File: config.mk
export PLATFORM = sky130hd
export DESIGN_NAME = mult_acc_flat
export DESIGN_NICKNAME = d
export VERILOG_FILES = /design/src/rtl/mult_acc_if.sv /design/src/rtl/mult_acc.sv /design/src/flat_wrapper.sv
export SDC_FILE = /design/constraint.sdc
export NUM_CORES = 1
export LEC_CHECK = 0
export ABC_AREA = 1
export CAP_MARGIN = 20
export CELL_PAD_IN_SITES_DETAIL_PLACEMENT = 2
export CELL_PAD_IN_SITES_GLOBAL_PLACEMENT = 2
export CORE_MARGIN = 1.5
export CORE_UTILIZATION = 31
export DETAILED_ROUTE_END_ITERATION = 12
export PLACE_DENSITY_LB_ADDON = 0.1
export SLEW_MARGIN = 15
export SYNTH_ARGS = -nofsm -noshare
export SYNTH_HDL_FRONTEND = slang
export SYNTH_SLANG_ARGS = --single-unit
File: constraint.sdc
create_clock -name clk -period 2.85 [get_ports clk]
set_clock_uncertainty 0.2 [all_clocks]
set_input_delay 0.855 -clock clk [delete_from_list [all_inputs] [get_ports clk]]
set_output_delay 0.855 -clock clk [all_outputs]
set_load 0.05 [all_outputs]
File: src/rtl/mult_acc_if.sv
// Product-in / result-out bundle for the mult_acc accumulator stage.
// master: upstream multiplier plus result consumer; slave: the accumulator.
interface mult_acc_if #(
  parameter int unsigned DIN_W = 16,
  parameter int unsigned ACC_W = 19,
  parameter int unsigned CNT_W = 3
);
  logic             din_valid;
  logic [DIN_W-1:0] din;
  logic             clr;
  logic [ACC_W-1:0] dout;
  logic             dout_valid;
  logic             dout_ready;
  logic [CNT_W-1:0] cnt;
  logic             ovf;

  modport master (
    output din_valid, din, clr, dout_ready,
    input  dout, dout_valid, cnt, ovf
  );

  modport slave (
    input  din_valid, din, clr, dout_ready,
    output dout, dout_valid, cnt, ovf
  );
endinterface

File: src/rtl/mult_acc.sv
// Sums each group of ACC_NUM valid products into one registered result with a
// valid/ready output; accumulation never stalls and overwritten results set ovf.
module mult_acc #(
  parameter int unsigned DIN_W   = 16,
  parameter int unsigned ACC_NUM = 8,
  parameter int unsigned ACC_W   = 19,
  parameter int unsigned CNT_W   = 3
) (
  input logic       clk,
  input logic       rst,
  mult_acc_if.slave bus
);

  typedef enum logic {
    FR_EMPTY,
    FR_ACC
  } frame_t;

  localparam logic [CNT_W-1:0] LAST   = CNT_W'(ACC_NUM - 1);
  localparam bit               SINGLE = (ACC_NUM == 1);

  frame_t           state;
  logic [ACC_W-1:0] acc;
  logic [CNT_W-1:0] cnt_q;
  logic [ACC_W-1:0] dout_q;
  logic             dout_valid_q;
  logic             ovf_q;

  logic [DIN_W-1:0] din_w;
  logic [ACC_W-1:0] din_ext;
  logic             restart;
  logic [ACC_W-1:0] sum;
  logic             closing;
  logic             load;

  assign din_w   = bus.din;
  assign din_ext = ACC_W'(din_w);

  // clr makes the coincident sample the first of a fresh frame, so it shares
  // the EMPTY path: zero base, and a close only when a frame is one sample long.
  always_comb begin
    restart = 1'b0;
    sum     = '0;
    closing = 1'b0;
    load    = 1'b0;
    restart = bus.clr || (state == FR_EMPTY);
    sum     = (restart ? '0 : acc) + din_ext;
    closing = restart ? SINGLE : (cnt_q == LAST);
    load    = bus.din_valid && closing;
  end

  always_ff @(posedge clk or posedge rst) begin
    if (rst) begin
      state        <= FR_EMPTY;
      acc          <= '0;
      cnt_q        <= '0;
      dout_q       <= '0;
      dout_valid_q <= 1'b0;
      ovf_q        <= 1'b0;
    end else begin
      if (bus.din_valid) begin
        if (closing) begin
          dout_q <= sum;
          acc    <= '0;
          cnt_q  <= '0;
          state  <= FR_EMPTY;
        end else begin
          acc   <= sum;
          cnt_q <= restart ? CNT_W'(1) : cnt_q + CNT_W'(1);
          state <= FR_ACC;
        end
      end else if (bus.clr) begin
        acc   <= '0;
        cnt_q <= '0;
        state <= FR_EMPTY;
      end

      if (load) begin
        dout_valid_q <= 1'b1;
      end else if (bus.dout_ready) begin
        dout_valid_q <= 1'b0;
      end

      if (bus.clr) begin
        ovf_q <= 1'b0;
      end else if (load && dout_valid_q && !bus.dout_ready) begin
        ovf_q <= 1'b1;
      end
    end
  end

  assign bus.dout       = dout_q;
  assign bus.dout_valid = dout_valid_q;
  assign bus.cnt        = cnt_q;
  assign bus.ovf        = ovf_q;

endmodule

File: src/flat_wrapper.sv
// flat-port wrapper written by rule: the top's interface ports become plain ports
module mult_acc_flat 
#(
  parameter int unsigned DIN_W   = 16,
  parameter int unsigned ACC_NUM = 8,
  parameter int unsigned ACC_W   = 19,
  parameter int unsigned CNT_W   = 3
)
  (clk, rst, bus_din_valid, bus_din, bus_clr, bus_dout_ready, bus_dout, bus_dout_valid, bus_cnt, bus_ovf);
  mult_acc_if #(.DIN_W(DIN_W), .ACC_W(ACC_W), .CNT_W(CNT_W)) bus_i ();
  input logic clk;
  input logic rst;
  input wire logic [$bits(bus_i.din_valid)-1:0] bus_din_valid;
  input wire logic [$bits(bus_i.din)-1:0] bus_din;
  input wire logic [$bits(bus_i.clr)-1:0] bus_clr;
  input wire logic [$bits(bus_i.dout_ready)-1:0] bus_dout_ready;
  output wire logic [$bits(bus_i.dout)-1:0] bus_dout;
  output wire logic [$bits(bus_i.dout_valid)-1:0] bus_dout_valid;
  output wire logic [$bits(bus_i.cnt)-1:0] bus_cnt;
  output wire logic [$bits(bus_i.ovf)-1:0] bus_ovf;
  assign bus_i.din_valid = bus_din_valid;
  assign bus_i.din = bus_din;
  assign bus_i.clr = bus_clr;
  assign bus_i.dout_ready = bus_dout_ready;
  assign bus_dout = bus_i.dout;
  assign bus_dout_valid = bus_i.dout_valid;
  assign bus_cnt = bus_i.cnt;
  assign bus_ovf = bus_i.ovf;
  mult_acc #(.DIN_W(DIN_W), .ACC_NUM(ACC_NUM), .ACC_W(ACC_W), .CNT_W(CNT_W)) u_core (.clk(clk), .rst(rst), .bus(bus_i));
endmodule
# Yosys cells after proc, flatten, opt, wreduce, memory -nomap -nowiden
# Index checks and enable logic that the tools add are counted.
# totals
latch_bits,0
rom_bits,0
ramBits,0
output_inout_bits,24
inputBits,21
ff_bits,44
n_memories,0
# classes
n_bitwise,1
div_mod_pow,0
eq_ne,1
mux,16
n_mul,0
n_reduce_logical,9
n_lt_le_gt_ge,0
n_shift,0
n_addsub,2
# op_table
cell,n
$mux 19,4
$add 19x16->19,1
$mux 3,4
$mux 1,8
$reduce_bool 2->1,3
$add 3x1->3 const B,1
$eq 3x3->1 const B,1
$logic_and 1x1->1,3
$reduce_and 2->1,1
$logic_not 1->1,1
$logic_or 1x1->1,1
$not 1->1,1

# Logic depth before layout (Yosys ltp)
# logic_depth
depth_word,8
mapped_depth,16
ltp_nobuf,15

# Least setup slack after synthesis
# Ideal clock, no wire load.
# synth_timing
path_type,input to register
start,input port bus_clr
end,register u_core.acc[14]
stages,14
setup_slack_ns,-0.069
t_required_ns,2.524
arrival_ns,2.593
cell_sequence,inv_2 nand2_4 clkbuf_1 nor2_1 ha_1 fa_1 nand2_1 nand3_1 nand2_1 o21ai_2 nand2_1 nand3b_1 nand3_1 o21ai_0
# synth_between
elab_chain_cells,5
elab_cells_between_ends,7
classes_between,add/sub: 1; mux: 4; reduce/logical: 2
# synth_lines
item,line_no,text
"start, declared",flat_wrapper.sv:15,input wire logic [$bits(bus_i.clr)-1:0] bus_clr;
$logic_or 1x1->1,mult_acc.sv:46,restart = bus.clr || (state == FR_EMPTY);
$mux 19,mult_acc.sv:47,sum = (restart ? '0 : acc) + din_ext;
$add 19x16->19,mult_acc.sv:47,
$mux 19,mult_acc.sv:62,if (closing) begin
$mux 19,mult_acc.sv:61,if (bus.din_valid) begin
"end signal, assigned",mult_acc.sv:68,acc <= sum;
"end, declared",mult_acc.sv:23,logic [ACC_W-1:0] acc;
# Several ways; a longest one is shown, not always the timed one.
# A chain may end at the register's enable or synchronous reset.

# Final worst setup path
# layout_timing
start,input port bus_clr
end,register u_core.dout_q[16] (netlist: u_core.bus.dout[16])
# layout_between
elab_chain_cells,3
elab_cells_between_ends,5
classes_between,add/sub: 1; mux: 2; reduce/logical: 2
# layout_lines
item,line_no,text
$logic_or 1x1->1 (*),mult_acc.sv:46,
$mux 19 or $mux 1 (tied branches),"mult_acc.sv:47, mult_acc.sv:48",
$add 19x16->19 or $reduce_and 2->1 (tied branches),--,
"end signal, assigned",mult_acc.sv:63,dout_q <= sum;
"end, declared",mult_acc.sv:25,logic [ACC_W-1:0] dout_q;
# Every way passes the cells marked *; elsewhere a longest branch is shown, timed or not.

==> metrics.csv <==
metric,value,unit
wirelength,11450,um
tritoncts,done,
max_clock_freq,0.3552,GHz
synth_top_area_cell,sky130_fd_sc_hd__dfrtp_1,
worst_setup_path_end_kind,flop,
dominantRegCellSynth,sky130_fd_sc_hd__dfrtp_1,
timing.max_slew.rel_slack,66.50,%
die_w,100.6,um
finalWorstPathRequiredPeriod,2.815,ns
worstPathMaxFanout,8,
drc,0,
wl_met1,5022,um
floorplan.initialDensity,31.94,%
seq_area_frac_synth,37.30,%
port_buffers,44,
gr-total-overflow,0,
synthArstFlopShare,100.0,%
critical_path_required,2.85,ns
synth.top_cells.by_area,"sky130_fd_sc_hd__dfrtp_1 37%, sky130_fd_sc_hd__nand2_1 16%, sky130_fd_sc_hd__ha_1 7.6%",
path_class,in -> reg,
post_synth.cell_area_avg,7.379,um2
syn-instance-count,400,
critical_path.startpoint_type,input port,
post_cts_hold_buffer_count,0,
topRoutingLayerUsed,met4,
final-setup-viol-count,0,
worstReg2RegStart,u_core.state,
clock_insertion_delay_worst_skew,0.30,ns
timing.reg2reg.setup_slack,0.37,ns
coreArea,9240,um2
leakagePower,0.002176,uW
yosys_warnings,0,
die_h,100.6,um
gpl.final_weighted_congestion,0.8689,
period_share,98.78,%
worst_hold_path_type,reg -> reg,
cts_num_sinks,44,
final_design_utilization,47.33,%
clk_pin_slew,0.10,ns
most-common-layout-cells,"102 x sky130_fd_sc_hd__nand2_1, 52 x sky130_fd_sc_hd__inv_1, 50 x sky130_fd_sc_hd__buf_4",
multiInputGateArea,1899,um2
hold_path_depth,2,
dr_total_vias,3066,
worstHoldStart,u_core.bus.dout[13],
netlist-cell-type-count,37,
fp-row-count,35,
antenna_left,0,
final_common_cell,sky130_fd_sc_hd__nand2_1,
place_inst,609,
first_global_vias,3471,
detail_route.wl_per_cell,18.20,um
htreeDepth,2,
ctsLongestPathBuffers,2,
powerDensity,393.3,nW/um2
synth_fp_nets,440,
status,"complete, no violations",
timing_max_transition_violations_final,0,
wire_length_of_the_first_global_routing_pass,17850,um
antenna_found_initial,0,
vias_cell,4.874,
area_delta_synth_final,48.16,%
drt_iter0_markers,82,
diodes,0,
critPathArrivalTime,2.82,ns
irDropWorstVdd,197.6,uV
met2_length,5996,um
rsz_0062_raised_after_global_routing,true,
hpwl,7932,um
synthDominantCellAreaShare,37.30,%
io_pins,45,
ys_seq_elements,44,
grt_max_degree,29,
synth-edff-count,0,
crit-reg2reg-capture,u_core.bus.dout[16],
post_synth_instance_area,2952,um2
fill_cells,1043,
design.final.nets,539,
drive_above_1_share,30.60,%
final-instance-count-excl-fill,629,
cap_viol_max_count,0,
finalHoldViolations,0,
worst_hold_path.endpoint,u_core.bus.dout[13],
cts-buffers-inserted,5,
r2r_cells,12,
cts.root.buffer_cell,sky130_fd_sc_hd__clkbuf_8,
layout.area.seq,1101,um2
track_usage,23.05,%
max_slew.worst_pin.slew,0.5010,ns
drt_first_pass_iters,4,
routed-wl-met3,263,um
floorplan.die_area,10120,um2
[through the flow]
step | setup TNS, ns | power (uW) | cell area, um2 | hold slack, ns | setup slack [ns]
after global routing | -0.6926 | 1814 | 4373 | 0.3143 | -0.07553
after CTS | 0 | 1676 | 4141 | 0.3006 | 0.09071
final | 0 | 1720 | 4373 | 0.2856 | 0.03487
after floorplan | 0 | 927.2 | 2953 | 0.2491 | 0.03539
after detailed placement | -14.96 | 1122 | 3834 | 0.2741 | -0.5982
after global placement | -12.24 | 1100 | 3834 | 0.2628 | -0.4770
[area by class of cell]
| class | count | share of cell area (%) |
|---|---|---|
| inverters | 60 | 5.379 |
| clock inverters | 2 | 0.8011 |
| clock buffers | 6 | 1.660 |
| repair buffers | 98 | 19.86 |
| flip-flops and latches | 44 | 25.18 |
| well taps | 129 | 3.691 |
| multi-input cells | 290 | 43.43 |
[cell families after synthesis]
logic type      Yosys count  share of synthesized area (%)
compound gates           44                          8.775
xor+xnor                  7                          2.077
fa+ha+maj                19                          8.309
buf+inv                  66                          9.580
flops                    44                          37.30
simple gates            220                          33.95
[per-layer routing]
layer | global-route usage (%) | vias up
met5 | 0 | -
met4 | 4.984 | 0
met3 | 2.774 | 12
met2 | 42.75 | 48
met1 | 28.59 | 1540
li1 | - | 1466
[power breakdown]
group	switching [uW]	leakage [uW]	internal, uW
logic	314	0.00153	237
registers	16.1	0.000587	660
clock network	233	0.0000552	261
[sequential cells by signal (all words and copies together), names as in the netlist]
signal	cells
u_core.bus.dout_valid	1
u_core.state	1
u_core.bus.ovf	1
u_core.bus.cnt	3
u_core.acc	19
u_core.bus.dout	19
[worst max-delay path, cell delays in order]
cell                            delay, ns
sky130_fd_sc_hd__dlygate4sd2_1       0.23
sky130_fd_sc_hd__inv_2               0.07
sky130_fd_sc_hd__nand2_8             0.12
sky130_fd_sc_hd__buf_12              0.14
sky130_fd_sc_hd__nor2_2              0.04
sky130_fd_sc_hd__ha_1                0.36
sky130_fd_sc_hd__nand2_2             0.12
sky130_fd_sc_hd__buf_4               0.16
sky130_fd_sc_hd__nor2_1              0.24
sky130_fd_sc_hd__nand3_2             0.16
sky130_fd_sc_hd__nand2_1             0.09
sky130_fd_sc_hd__nand2_1             0.07
sky130_fd_sc_hd__nand3_1             0.09
sky130_fd_sc_hd__nand2_1             0.06
[cell usage after synthesis (2+ instances only)]
master	count
sky130_fd_sc_hd__nand4_1	4
sky130_fd_sc_hd__xnor2_1	3
sky130_fd_sc_hd__inv_2	2
sky130_fd_sc_hd__buf_2	2
sky130_fd_sc_hd__ha_1	18
sky130_fd_sc_hd__o21bai_1	3
sky130_fd_sc_hd__nand3_1	30
sky130_fd_sc_hd__inv_1	55
sky130_fd_sc_hd__o21ai_0	8
sky130_fd_sc_hd__nand2_1	128
sky130_fd_sc_hd__xor2_1	4
sky130_fd_sc_hd__nor2_1	37
sky130_fd_sc_hd__o21ai_2	2
sky130_fd_sc_hd__nand3b_1	6
sky130_fd_sc_hd__dfrtp_1	44
sky130_fd_sc_hd__nand3_2	4
sky130_fd_sc_hd__inv_4	2
sky130_fd_sc_hd__nand2_8	2
sky130_fd_sc_hd__o21ai_1	10
sky130_fd_sc_hd__nor2_2	2
sky130_fd_sc_hd__o22ai_1	8
sky130_fd_sc_hd__a21oi_1	10
sky130_fd_sc_hd__a32o_1	2
[worst max path at each step]
stage / from / to / depth (start not counted)
after floorplan: bus_clr / u_core.acc[14] / 14
after global placement: bus_clr / u_core.acc[18] / 15
after CTS: bus_clr / u_core.bus.dout[13] / 13
after detailed placement: bus_clr / u_core.bus.dout[18] / 15
after global routing: bus_clr / u_core.acc[16] / 14
final: bus_clr / u_core.bus.dout[16] / 14
[timing repair]
item                                    in CTS  in global routing
buffers inserted                             6                  6
endpoints found under the hold margin        0                  0
endpoints found under the setup margin      29                 19
pin swaps                                   14                 30
resized for setup                           38                 46
No activity file was read; power rests on OpenSTA's default activity.
